==> config.mk <==
export PLATFORM = sky130hd
export DESIGN_NAME = btn_conditioner
export DESIGN_NICKNAME = d
export VERILOG_FILES = /design/src/rtl/btn_conditioner.sv
export SDC_FILE = /design/constraint.sdc
export NUM_CORES = 1
export LEC_CHECK = 0
export ABC_AREA = 1
export CAP_MARGIN = 20
export CORE_MARGIN = 3
export CORE_UTILIZATION = 36
export CTS_CLUSTER_DIAMETER = 40
export CTS_CLUSTER_SIZE = 24
export DETAILED_ROUTE_END_ITERATION = 10
export PLACE_DENSITY = 0.53
export SLEW_MARGIN = 20
export SYNTH_ARGS = -nofsm -noshare
export SYNTH_HDL_FRONTEND = slang
export SYNTH_SLANG_ARGS = --single-unit
==> constraint.sdc <==
create_clock -name clk -period 2.64 [get_ports clk]
set_input_delay 0.396 -clock clk [delete_from_list [all_inputs] [get_ports clk]]
set_output_delay 0.396 -clock clk [all_outputs]
set_load 0.005 [all_outputs]
==> src/rtl/btn_conditioner.sv <==
// btn_conditioner: synchronise, debounce and edge-detect the BTNU pad
// for the mmio button register.
//
// Ports:
//   clk         system clock, rising edge
//   rst_n       asynchronous active-low reset
//   btn_raw     unsynchronised pad input
//   ack         one-cycle clear of btn_sticky from mmio
//   btn_level   debounced level
//   btn_press   one-cycle pulse per accepted press (and per repeat)
//   btn_sticky  set by btn_press, cleared by ack (set wins)
//   press_count btn_press pulses modulo 256
//
// Optional feature: define BTN_AUTOREPEAT_EN for hold-to-repeat pulses
// (adds REPEAT_DELAY / REPEAT_PERIOD parameters).
module btn_conditioner #(
  parameter int DEBOUNCE_CYCLES = 1000000,
  parameter int CNT_W           = 20
`ifdef BTN_AUTOREPEAT_EN
  ,
  parameter int REPEAT_DELAY    = 50000000,
  parameter int REPEAT_PERIOD   = 10000000
`endif
) (
  input  logic       clk,
  input  logic       rst_n,
  input  logic       btn_raw,
  input  logic       ack,
  output logic       btn_level,
  output logic       btn_press,
  output logic       btn_sticky,
  output logic [7:0] press_count
);

  typedef enum logic [1:0] {
    LOW,
    RISE_WAIT,
    HIGH,
    FALL_WAIT
  } state_t;

  // The edge that enters a wait state already saw one stable s2
  // cycle, so the wait state itself needs DEBOUNCE_CYCLES-1 more.
  localparam logic [CNT_W-1:0] CNT_LAST =
    CNT_W'(DEBOUNCE_CYCLES - 2);

  logic             s1;
  logic             s2;
  state_t           state;
  state_t           state_nxt;
  logic [CNT_W-1:0] cnt;
  logic [CNT_W-1:0] cnt_nxt;
  logic             press_nxt;
  logic             level_nxt;
  logic             sticky_nxt;

  always_ff @(posedge clk or negedge rst_n) begin
    if (!rst_n) begin
      s1 <= 1'b0;
      s2 <= 1'b0;
    end else begin
      s1 <= btn_raw;
      s2 <= s1;
    end
  end

  always_ff @(posedge clk or negedge rst_n) begin
    if (!rst_n) begin
      state <= LOW;
    end else begin
      state <= state_nxt;
    end
  end

  always_comb begin
    state_nxt = state;
    unique case (state)
      LOW: begin
        if (s2) state_nxt = RISE_WAIT;
      end
      RISE_WAIT: begin
        if (!s2)
          state_nxt = LOW;
        else if (cnt == CNT_LAST)
          state_nxt = HIGH;
      end
      HIGH: begin
        if (!s2) state_nxt = FALL_WAIT;
      end
      FALL_WAIT: begin
        if (s2)
          state_nxt = HIGH;
        else if (cnt == CNT_LAST)
          state_nxt = LOW;
      end
      default: state_nxt = LOW;
    endcase
  end

`ifdef BTN_AUTOREPEAT_EN
  localparam int RPT_MAX =
    (REPEAT_DELAY > REPEAT_PERIOD) ?
    REPEAT_DELAY : REPEAT_PERIOD;
  localparam int RPT_W = $clog2(RPT_MAX);
  // HIGH cycle 0 is the entry cycle; the first repeat must be
  // visible in cycle REPEAT_DELAY-1, so fire one count earlier.
  localparam logic [RPT_W-1:0] RPT_FIRST =
    RPT_W'(REPEAT_DELAY - 2);
  localparam logic [RPT_W-1:0] RPT_NEXT =
    RPT_W'(REPEAT_PERIOD - 1);

  logic [RPT_W-1:0] rpt;
  logic [RPT_W-1:0] rpt_nxt;
  logic             rpt_arm;
  logic             rpt_arm_nxt;
  logic             rpt_fire;

  always_comb begin
    rpt_nxt     = '0;
    rpt_arm_nxt = 1'b0;
    rpt_fire    = 1'b0;
    if (state == HIGH && state_nxt == HIGH) begin
      if (rpt == (rpt_arm ? RPT_NEXT : RPT_FIRST)) begin
        rpt_fire    = 1'b1;
        rpt_arm_nxt = 1'b1;
      end else begin
        rpt_nxt     = rpt + 1'b1;
        rpt_arm_nxt = rpt_arm;
      end
    end
  end

  always_ff @(posedge clk or negedge rst_n) begin
    if (!rst_n) begin
      rpt     <= '0;
      rpt_arm <= 1'b0;
    end else begin
      rpt     <= rpt_nxt;
      rpt_arm <= rpt_arm_nxt;
    end
  end
`else
  logic rpt_fire;
  assign rpt_fire = 1'b0;
`endif

  always_comb begin
    cnt_nxt = '0;
    if ((state == RISE_WAIT && state_nxt == RISE_WAIT) ||
        (state == FALL_WAIT && state_nxt == FALL_WAIT))
      cnt_nxt = cnt + 1'b1;
    level_nxt = (state_nxt == HIGH) ||
                (state_nxt == FALL_WAIT);
    press_nxt = (state == RISE_WAIT && state_nxt == HIGH) ||
                rpt_fire;
    // An ack seen while btn_press is high loses to that press.
    sticky_nxt = press_nxt |
                 (btn_sticky & ~(ack & ~btn_press));
  end

  always_ff @(posedge clk or negedge rst_n) begin
    if (!rst_n) begin
      cnt         <= '0;
      btn_level   <= 1'b0;
      btn_press   <= 1'b0;
      btn_sticky  <= 1'b0;
      press_count <= 8'd0;
    end else begin
      cnt        <= cnt_nxt;
      btn_level  <= level_nxt;
      btn_press  <= press_nxt;
      btn_sticky <= sticky_nxt;
      if (press_nxt)
        press_count <= press_count + 8'd1;
    end
  end

endmodule
==> results of run 1 <==
## routing by layer
layer,up-vias,wire length [µm],track usage
met5,-,0,0
met3,4,194,0.0488
met2,29,1700,0.203
met1,724,2050,0.217
li1,825,-,-
met4,0,48,0.0422
## area by class of cell
cell class | instances | area (µm²)
Clock buffer | 8 | 110
Timing Repair Buffer | 14 | 135
Sequential cell | 34 | 851
Tap cell | 70 | 87.6
Multi-Input combinational cell | 183 | 1010
Inverter | 32 | 120
Fill cell | 542 | 2960
## worst max-delay path by stage
stage / from / end / slack (ns) / depth (start not counted)
5_1_grt: press_count[5] / press_count[5] / 0.91 / 1
4_1_cts: press_count[5] / press_count[5] / 0.98 / 1
3_5_place_dp: cnt[0] / cnt[19] / 1.08 / 7
3_3_place_gp: cnt[0] / cnt[19] / 1.09 / 7
2_1_floorplan: cnt[0] / press_count[5] / 1.21 / 9
6_report: press_count[2] / press_count[2] / 0.99 / 1
## power groups by stage
stage                     Sequential [µW]  Combinational, µW  Clock, µW
after floorplan                       537               19.0          0
after global placement                540               30.8          0
after detailed placement              540               30.1          0
after CTS                             530               30.1        465
after global routing                  531               33.8        501
final                                 530               29.0        448
## sequential cells by signal (all words and copies together), names as in the netlist
name         count
btn_level        1
btn_press        1
s1               1
s2               1
cnt             20
state            1
btn_sticky       1
press_count      8
## stage by stage
step,total power [µW],instance area [µm²]
2_1_floorplan,556,2010
3_3_place_gp,571,2200
3_5_place_dp,570,2200
4_1_cts,1020,2310
5_1_grt,1070,2310
6_report,1010,2310
## cells in the final DEF (no fill, tap or decap), drive strengths merged, types with 8 or more instances in the layout
cell type and n:
clkdlybuf4s50 13, nand3 12, dfrtp 34, nor2 56
inv 32, nand2 64, clkbuf 8, nand4 14
xor2 14, nor3 8
## kinds of logic (layout without fill, tap and decap cells)
group,after synthesis,count (layout),share of synthesized area
adder cells (fa/ha/maj),3,3,0.0187
AND/OR/NAND/NOR,158,158,0.396
buffers and inverters,36,54,0.0771
XOR/XNOR,16,16,0.0697
flip-flops,34,34,0.423
AO/OA/AOI/OAI,6,6,0.0162
==> results list, run 1 <==
* Result of the run: complete, no violations
* Flops & latches, synth: 34
- Number of warnings printed during yosys synthesis: 0
- Hold is met by roughly 0.18 ns.
* Cts repair resizes: 0
- Summed over all nets, the switching power comes to approximately 210 µW.
- Setup violations remaining at the end of the flow were counted as 0.
- The number of cells on the worst reg-to-reg path is 9.
* Number of buffers inserted to repair setup after CTS: 0
- STA puts the critical path data required time at roughly 2.2 ns.
- Once placement completed, the tool counted placed cells totaling between 300 and 400.
- Dividing the final minimum period by the clock period gives 0.624.
- TritonCTS built the clock tree.
- CP delay by family, top: buffers and inverters
* Average size of a mapped cell: slightly below 8 µm²
- The routed design has between 3 and 4 mm of wire.
* Fmax: slightly above 0.6 GHz
* Maximum number of pins on one net before global-route repair: 35
* Synth Flop Type: dfrtp_1
* Max-Cap Viols: 0
* Clock transition at path regs: approximately 0.07 ns
- Core Util, Final: 0.438
* Slew of the pin with the lowest slew margin: ~0.76 ns
* Proportion of power drawn by the clock network: 0.445
* Critical Path Max Stage Delay: 0.53 ns
* CTS buffer count: 5
- STA classifies the critical path endpoint as a primary output.
- In the final layout, the share of cells above drive strength 1 is 0.140.
- The via count of the first global-routing pass came to 1,495.
- CP Buf/Inv Count: 1
- Starting DRT DRC Count: 102
* Setup slack after placement: between 1 and 1.5 ns
* Net count of the mapped netlist: 260
* Aggregate negative setup slack: 0 ns
- The first detailed-routing pass ran for 4 iterations.
- Total clock sinks: 34
- Initial Util: 0.382
- Worst Slack Setup Final: 0.991 ns
* N_diodes: 0
- Detailed placement ended at an HPWL of between 2 and 3 mm.
- For this run, the register share of the synthesized area comes to 0.423.
* Gp weighted congestion: 0.825
- dfrtp_1 takes more of the synthesized area than any other cell.
* Width of the chip: 80.8 µm
- The worst register-to-register path begins at cnt[0].
- IR analysis of the VDD net gives a maximum drop of 229 µV.
- After detailed routing, the average wire length per cell comes to roughly 12 µm.
* Global-route wire length before repair: 7.26 mm
- Among all cell types in the netlist, the one instantiated most often is nand2_1.
* Leading post-synthesis cells by instance count: nand2_1 (59), nor2_1 (45), dfrtp_1 (34)
- The mapped netlist covers between 2000 and 2500 µm².
- Placeable core region: around 5300 µm²
* DR vias/cell: between 4 and 5
* Post-synth top area share: 0.423
- Internal Dissipation: approximately 800 µW
* Synthesized netlist cell count: approximately 250
- The count of final hold-check violations is 0.
- Final min period: between 1.5 and 2 ns
- The count of pins over their slew limit was 0.
- Non-filler cells in the finished layout: 341
- Of the total power, the share spent switching nets is 0.211.
- Sequential share of power: 0.526
- The die covers approximately 6500 µm².
- Along the worst path, the maximum fanout reaches 5.
* Area growth, synth to finish: 14.8%
- Reg2Reg Setup Slack: 1.08 ns
- Data on the critical path arrives at its endpoint at between 1 and 1.5 ns.
- The netlist uses 29 different library cells.
- Critical Path Source Type: flop
- Number of nets in the finished design: about 280
* Count of buffers inserted at the top-level ports: 14
- Overall die height: approximately 81 µm
* Clock tree root buffer cell: clkbuf_8
- Worst slew margin relative to its limit: 0.493
- Post-route antenna net violation count: 0
* Number of design rule violations left after detail routing: 0
- The clock arrives with around 0.007 ns of skew.
- The routed layout has ~1,600 vias.
- After synthesis, the cell types taking the most area are dfrtp_1 (42%), nand2_1 (11%), nor2_1 (8.4%).
- Count of flip-flops with a built-in enable after synthesis: 0
* Worst Path Class, Setup: reg -> out
* Number of core rows: 26
- Max H-tree Level: 2
* Setup repair after global routing missed its margin: false
- Initial antenna violation count: 0
- Of all flip-flops after synthesis, the portion carrying an async set or reset was 1.00.
- Count of hold buffers inserted by post-cts repair: 0
* Total global routing track utilization: 0.147
- Cell with the largest stage delay on the worst path: clkdlybuf4s50_1
- Leakage Power: just over 0.001 µW
- The endpoint identified for the worst register-to-register timing path is press_count[1].
* Relative contribution of combinational cells to total power: 0.029
- In this run the worst hold path is classified as in -> async.
- Pwr dens: ~440 nW/µm²
- The clock reaches the later pin of the worst-skew pair after 0.28 ns.
* Top-Level Pins: 15
- Number of buffers on the longest clock path: 2
- Remaining global-route overflow: 0
- List of cells traversed by the critical path: clkdlybuf4s50_1
(Power assumes the default switching activity.)
==> run 2, diff against run 1 <==
==> constraint.sdc (replaced) <==
create_clock -name clk -period 1.65 [get_ports clk]
set_input_delay 0.2475 -clock clk [delete_from_list [all_inputs] [get_ports clk]]
set_output_delay 0.2475 -clock clk [all_outputs]
set_load 0.005 [all_outputs]
==> run 2 against run 1 <==
Register-to-register slack got worse by 0.92 ns; via count rose by 2.8%; design area rose by 3.5%; wire length rose by 3.6%; global-route usage fell by 0.44 points; worst hold slack improved by 0.17 ns; clock-buffer cell count fell by 2; clock power rose by 75%; largest cell class unchanged; combinational power rose by 110%; critical path type unchanged; highest routed layer unchanged; non-clock buffer count rose by 6.
==> results list, run 2 (synthesized netlist as in run 1, its figures left out) <==
* Max Clock Skew: 0.00605 ns (-0.000941 ns)
- The wire length of the first global-routing pass came to 7.02 mm (-3.3%).
* Post-route antenna net violation count: 0 (unchanged)
* Maximum number of pins on one net before global-route repair: 35 (unchanged)
- The overall track demand over capacity in global routing was 0.142 (-0.00436).
- Most common cell after layout, fill and taps aside: nand2_1
- The max-capacitance violation count was 0 (unchanged).
* Clock tree root buffer cell: clkbuf_8
* Final min period: 1.52 ns
- Worst Path Max Fanout: 6 (+1)
- Largest Register: cnt
* Total power: 1690 µW (+68%)
- The number of rows created at floorplan came to 26 (unchanged).
- Top-Level Pins: 15 (unchanged)
- The overall die area came to 6520 µm² (unchanged).
- Endpoint of the most critical register-to-register path: press_count[7]
- Width of the chip: 80.8 µm (unchanged)
- The arrival time reported for the critical path endpoint is 1.27 ns (+0.02 ns).
* Reg2Reg Setup Slack: 0.16 ns (-0.92 ns)
- Number of optimization iterations in the first detailed-route pass: 4 (unchanged)
- The largest registers in the layout are cnt: 20 flops, press_count: 8 flops.
- Total wirelength of the detailed-routed design: 4.14 mm (+3.6%)
* Worst slew margin relative to its limit: 0.803 (+0.310)
- Max H-tree Level: 2 (unchanged)
- The cell family contributing the most delay on the critical path is buffers and inverters.
- Starting DRT DRC Count: 90 (-12%)
* Hold Crit Class: reg -> reg
* Number of flip-flops under the largest register name: 20 (unchanged)
- Tracing the worst setup path back leads to its startpoint at press_count[5].
* Critical Path Max Stage Delay: 0.54 ns (about the same)
- Critical register-to-register path startpoint: cnt[0]
* Overall die height: 80.8 µm (unchanged)
- The core region area is 5270 µm² (unchanged).
- Number of design rule violations left after detail routing: 0 (unchanged)
- Worst Path Class, Setup: reg -> out
* Number of buffers on the longest clock path: 2 (unchanged)
* Area after DPL: 2250 µm² (+2.3%)
- The average via count per standard cell was 4.70 (+1.3%).
* Total clock sinks: 34 (unchanged)
- The area of all sequential standard cells is 851 µm² (unchanged).
* Initial Util: 0.382 (unchanged)
- CTS buffer count: 5 (unchanged)
- N_diodes: 0 (unchanged)
* TritonCTS clock tree: built
- Crit path to: press_count[5]
- Timing would allow up to 0.659 GHz.
- Hold Violations, Final: 0 (unchanged)
- The residual overflow from global routing is 0 (unchanged).
* Critical path capture point type: primary output
- The filler cell count is 556 (+2.6%).
* Area growth, synth to finish: 18.8%
- The worst setup path is launched from a flop.
- Initial antenna violation count: 0 (unchanged)
- Setup repair after global routing left no endpoint under its margin.
- Number of setup violations in the final report: 0 (unchanged)
- The required time of the critical path is 1.40 ns (-0.84 ns).
* Pwr dens: 708 nW/µm² (+62%)
- CP Buf/Inv Count: 1 (unchanged)
* Via count: 1,626 (+2.8%)
* Max-slew violations: 0 (unchanged)
- The half-perimeter wire length of the detailed placement result is 3.05 mm (+1.7%).
* Combined area of the multi-input logic cells: 1020 µm² (+1.7%)
- The fraction of final layout cells with drive strength greater than 1 was 0.163 (+0.0228).
- The clock-pin slew on the worst setup and hold paths is 0.06 ns (about the same).
- The actual transition at the worst max-transition pin is 0.293 ns (-0.467 ns).
- The count of cells along the worst register-to-register path is 9 (unchanged).
- The post-route cell area was 2390 µm² (+3.5%).
- The total of buffers placed on input and output ports came to 14 (unchanged).
* Most used cells in the layout excluding fill and tap cells: nand2_1 (59), nor2_1 (45), dfrtp_1 (34)
- Worst min-delay path startpoint: s1
- The sum of negative setup slack came to 0 ns (unchanged).
- Traced cell by cell, the critical path runs through clkdlybuf4s50_1.
- Leakage Power: 0.00105 µW (+3.2%)
- The via count of the first global-routing pass came to 1,504 (+0.60%).
* Final cycle utilization of the critical path: 0.920
- The number of logic stages on the critical path including buffering is 1 (unchanged).
- Cell with the largest stage delay on the worst path: clkdlybuf4s50_1
- Source-to-sink clock delay at the later pin of the worst-skew pair: 0.29 ns (about the same)
* Maximum resistive drop on vdd: 263 µV (+15%)
- Result of the run: complete, no violations
- Routed length per instance: 12.0 µm (+2.1%)
- Gp weighted congestion: 0.838 (+1.6%)
- Number of nets in the finished design: 283 (+2.2%)
-- run 2: changes by cell type in the layout (fill, tap and decap cells not counted) --
cell,delta
clkbuf_8,-2
nand3_1,-1
nand3_2,+1
nor2_2,-2
bufinv_16,+1
dlygate4sd3_1,+1
ha_2,+1
inv_1,-1
nor2_4,+2
inv_2,+1
ha_1,-1
buf_12,+1
buf_4,+4
-- run 2: final cells by class --
cell class,instances,share of cell area
Inverter,32,0.0503
Timing Repair Buffer,20,0.0817
Multi-Input combinational cell,183,0.428
Tap cell,70,0.0366
Sequential cell,34,0.356
Clock inverter,1,0.0126
Clock buffer,6,0.0346
-- run 2: layer usage --
layer | vias to the layer above | track usage | wire, µm
met3 | 4 | 0.0344 | 180
li1 | 839 | - | -
met5 | - | 0 | 0
met2 | 33 | 0.207 | 1810
met4 | 0 | 0.0625 | 62
met1 | 750 | 0.201 | 2090
-- run 2: where the power goes --
group | internal [µW] | total, µW | leakage (µW) | switching, µW
clock | 483 | 786 | 0.0000573 | 303
combinational | 21.8 | 60.2 | 0.000530 | 38.4
sequential | 839 | 846 | 0.000467 | 7.03
total | 1340 | 1690 | 0.00105 | 348
-- run 2: worst min path at each step --
| stage | endpoint | slack, ns | cells after the start |
|---|---|---|---|
| after global placement | cnt[12] | 0.22 | 2 |
| after CTS | s2 | 0.35 | 0 |
| final | s2 | 0.35 | 0 |
| after floorplan | btn_level | -0.05 | 0 |
| after global routing | s2 | 0.37 | 0 |
| after detailed placement | cnt[12] | 0.22 | 2 |
-- run 2: stage by stage --
stage                      util  worst slack [ns]  std cells  hold WS [ns]
after floorplan               -             0.225        253       -0.0481
after global placement    0.427             0.127        338         0.222
after detailed placement  0.427             0.113        338         0.222
after CTS                 0.450             0.105        346         0.353
after global routing      0.453           0.00543        346         0.371
final                     0.453             0.132        346         0.350
-- run 2: what timing repair did --
item	in CTS	in global routing
endpoints found under the setup margin	0	28
hold buffers	1	0
hold endpoints to repair	34	0
resized for setup	0	5
buffers inserted	0	0
==> patch 1 (config.mk and constraints of run 2) <==
Add an input register stage for `btn_raw`; this delays it by one clock. The other inputs are not delayed to match.
--- a/src/rtl/btn_conditioner.sv
+++ b/src/rtl/btn_conditioner.sv
@@ -46,2 +46,8 @@
 
+  logic btn_raw_q;
+
+  always_ff @(posedge clk) begin
+    btn_raw_q <= btn_raw;
+  end
+
   logic             s1;
@@ -61,3 +67,3 @@
     end else begin
-      s1 <= btn_raw;
+      s1 <= btn_raw_q;
       s2 <= s1;
Check against the original RTL: same outputs for any inputs over 10 cycles, from zero or initial values and one cycle with rst_n low; that may be too few to reach the edited logic, so the function may still have changed.
==> patch 1 against run 2 <==
- register-to-register slack worse by 0.03 ns
- total power is 1.6% higher
- area after synthesis is 3.3% lower
- combinational power is 4.3% higher
- global-route usage is 0.35 points higher
- setup slack worse by 0.0039 ns
- sequential cell count is 2 higher
- first-iteration DRC count is 20% higher
- routed wire length is 2.3% lower
- cell area is 2.7% lower
- largest power group unchanged
- highest routed layer unchanged
==> patch 1: results (changes against run 2) <==
Outcome
  • Status: complete, no violations (unchanged)

Pwr
  • Leakage power: 1.05 nW (about the same)
  • P_comb: 0.0628 mW (was 0.0602 mW)
  • Switching Fraction: 21.1% (was 20.6%)
  • Pwr dens: 739 nW/µm² (was 708 nW/µm²)
  • Sequential power share: 52.0% (was 50.0%)
  • Peak VDD IR: 0.396 mV (was 0.263 mV)

Worst setup path
  • CP Data Arrival Time: 1.74 ns (was 1.27 ns)
  • Critical path class: register to register (was register to primary output)
  • R2r worst-path depth: 6 (was 9)
  • Worst Path Max Fanout: 5 (was 6)
  • Slowest CP cell: nor3_1 (was clkdlybuf4s50_1)
  • Max incr delay on CP: 0.46 ns (was 0.54 ns)
  • Top delay family on crit path: simple AND/OR/NAND/NOR gates (was buffers and inverters)
  • Worst setup endpoint: cnt[17] (was press_count[5])

Placement
  • Placed cells: 332 (was 338)
  • Routability Congestion: 0.863 (was 0.838)
  • Area after DPL: 2180 µm² (was 2250 µm²)
  • DP Worst Slack: 0.0997 ns (was 0.113 ns)
  • Hpwl dp: 3040 µm (was 3050 µm)

Hold path
  • Hold EP: s1 (was s2)
  • Min-delay src: btn_raw_q (was s1)

Final layout
  • Nets: 279 (was 283)
  • Biggest registers after layout: cnt: 20 flops, press_count: 8 flops, state: 2 flops (was cnt: 20 flops, press_count: 8 flops)
  • Final instance area: 2330 µm² (was 2390 µm²)
  • Layout cells sized above 1: 13.9% (was 16.3%)
  • Fillers: 510 (was 556)

Logic synthesis
  • Commonest cells post-synth: nand2_1 (69), nor2_1 (36), dfrtp_1 (35), inv_1 (26), nor2_2 (15) (was nand2_1 (59), nor2_1 (45), dfrtp_1 (34), inv_1 (28))
  • Synth Area per Inst: 7.91 µm² (was 7.95 µm²)
  • Dominant cells by area after synthesis: dfrtp_1 (45%), nand2_1 (13%), nor2_1 (6.9%) (was dfrtp_1 (42%), nand2_1 (11%), nor2_1 (8.4%))
  • Async SR Flop Fraction: 97.2% (was 100%)
  • Register area share after synthesis: 46.0% (was 42.3%)
  • Unique masters post-synth: 24 (was 29)
  • Synthesized Nets: 253 (was 260)

STA
  • Setup ws final: 0.128 ns (was 0.132 ns)
  • Max-slew headroom: 65.5% (was 80.3%)
  • Hold Slack: 0.328 ns (was 0.350 ns)
  • Clock Skews: 0.00433 ns (was 0.00605 ns)

Drt
  • Via count: 1597 (was 1626)
  • Initial DRC count: 108 (was 90)
  • Routed length per instance: 11.8 µm (was 12.0 µm)

CTS
  • CTS Root Cell: clkbuf_8 (unchanged)

GRT
  • First-pass GRT wire length: 7070 µm (was 7020 µm)
  • Vias in the first global route: 1543 (was 1504)
  • Tot GR Track Use: 14.6% (was 14.2%)
==> patch 1: cell count changes in the layout (fill, tap and decap cells not counted), sizes merged, moves of 2 or more <==
cell,delta
a21oi,-2
inv,-4
nand2,+7
nand3b,-2
nand4,-2
nor2,-4
xor2,-2
==> patch 1: cell families after synthesis <==
kind of cell | Yosys count | synth area share [%]
flops | 36 | 46.0
simple gates | 158 | 37.4
xor+xnor | 14 | 6.30
fa+ha+maj | 3 | 1.93
buf+inv | 30 | 6.95
compound gates | 5 | 1.41
==> patch 1: area by class of cell <==
type                       count  area share, %
clock inverter                 2           1.51
tap                           70           3.77
inverter                      28           4.73
multi-input combinational    180           39.6
clock buffer                   6           3.12
sequential                    36           38.5
timing repair buffer          21           8.71
==> patch 1: per-layer routing <==
layer  global-route usage, %  vias up  part of all wire (%)  wire, µm
met5                       0        -                     0         0
met4                    4.64        0                  0.99        40
met3                    4.06        4                   3.8       154
met2                    21.0       27                    43      1750
met1                    21.1      744                    52      2110
li1                        -      822                     -         -
==> patch 2 (flow settings as in run 2) <==
Without the edit above. Add a define of `BTN_AUTOREPEAT_EN`.
--- a/src/rtl/btn_conditioner.sv
+++ b/src/rtl/btn_conditioner.sv
@@ -15,2 +15,4 @@
 // (adds REPEAT_DELAY / REPEAT_PERIOD parameters).
+`define BTN_AUTOREPEAT_EN
+
 module btn_conditioner #(
Behaviour: no difference found for any inputs over 10 cycles, from zero or initial values and one cycle with rst_n low; that may be too few to reach the edited logic, so the function may still have changed.
==> patch 2 against run 2 <==
- routed wire length rose by 110%
- area after synthesis rose by 77%
- sequential share of layout area fell by 1.7 points
- cell area rose by 92%
- highest routed layer unchanged
- hold slack got worse by 0.0060 ns
- combinational power rose by 55%
- total power rose by 86%
- sequential cell count rose by 28
- setup slack got worse by 0.087 ns
==> patch 2: results (changes against run 2) <==
Outcome
  • Status: complete, no violations (unchanged)

GRT
  • Largest net degree at the start of global routing: 47 (was 35)
  • First-pass GRT wire length: 14500 µm (was 7020 µm)
  • Vias in the first global route: 3068 (was 1504)
  • Met3 Use GR: 3.06% (was 3.44%)
  • Met1 Track Usage GR: 21.0% (was 20.1%)

Drt
  • Drt total wl: 8660 µm (was 4140 µm)
  • Met2 routed WL: 4250 µm (was 1810 µm)
  • WL met1: 4000 µm (was 2090 µm)
  • Metal3 WL: 245 µm (was 180 µm)
  • Initial DRC count: 145 (was 90)
  • Vias/cell: 4.78 (was 4.70)

CTS
  • Worst skew pair latency: 0.34 ns (was 0.29 ns)
  • Clock slew at reported path FFs: 0.08 ns (was 0.06 ns)
  • Total CTS buffers: 9 (was 5)

Hold path
  • Hold path cells: 1 (was 0)
  • Hold EP: s1 (was s2)

Placement
  • Routability Congestion: 0.898 (was 0.838)
  • Hpwl dp: 6180 µm (was 3050 µm)

Logic synthesis
  • Post-Synth Adder-Cell Area: 1.40% (was 1.87%)
  • Synth Area in XOR/XNOR: 9.58% (was 6.97%)
  • Synthesized Nets: 477 (was 260)
  • Register area share after synthesis: 43.5% (was 42.3%)
  • Commonest cells post-synth: nand2_1 (110), nor2_1 (88), dfrtp_1 (62), inv_1 (46), nand3_1 (40) (was nand2_1 (59), nor2_1 (45), dfrtp_1 (34), inv_1 (28))

Final layout
  • Biggest registers after layout: rpt: 26 flops, cnt: 20 flops, press_count: 8 flops (was cnt: 20 flops, press_count: 8 flops)
  • Layout cells sized above 1: 23.0% (was 16.3%)

Worst setup path
  • CP Data Arrival Time: 1.84 ns (was 1.27 ns)
  • Critical path class: register to register (was register to primary output)
  • Top delay family on crit path: simple AND/OR/NAND/NOR gates (was buffers and inverters)

Pwr
  • Peak VDD IR: 0.472 mV (was 0.263 mV)
  • Leakage power: 1.93 nW (was 1.05 nW)

STA
  • Clock Skews: 0.00990 ns (was 0.00605 ns)
  • Max-slew headroom: 69.6% (was 80.3%)
## patch 2: cell types whose count changed after synthesis, sizes merged, moves of 2 or more
cell,run 2,this run
a21oi,2,5
dfrtp,34,62
inv,32,50
nand2,64,114
nand3,12,43
nor2,56,96
nor3,8,24
o21ai,3,5
xnor2,2,15
xor2,14,24
## patch 2: area by class of cell
type	instances	area, µm²
clock buffers	10	138
well taps	129	161
fillers	932	4830
inverters	50	190
clock inverters	6	85.1
flip-flops and latches	62	1560
repair buffers	49	472
multi-input cells	353	1990
## patch 2: through the flow
stage	setup slack, ns	area [µm²]	power (mW)	instances
2_1_floorplan	0.153	3560	1.57	469
3_3_place_gp	0.00664	4060	1.63	635
3_5_place_dp	-0.0112	4060	1.63	635
4_1_cts	0.0135	4300	3.16	652
5_1_grt	-0.0919	4590	3.28	659
6_report	0.0448	4590	3.15	659
## patch 2: report_power, final
part	switching (mW)	internal, mW
logic	0.0547	0.0386
clock network	0.641	0.887
registers	0.00668	1.52
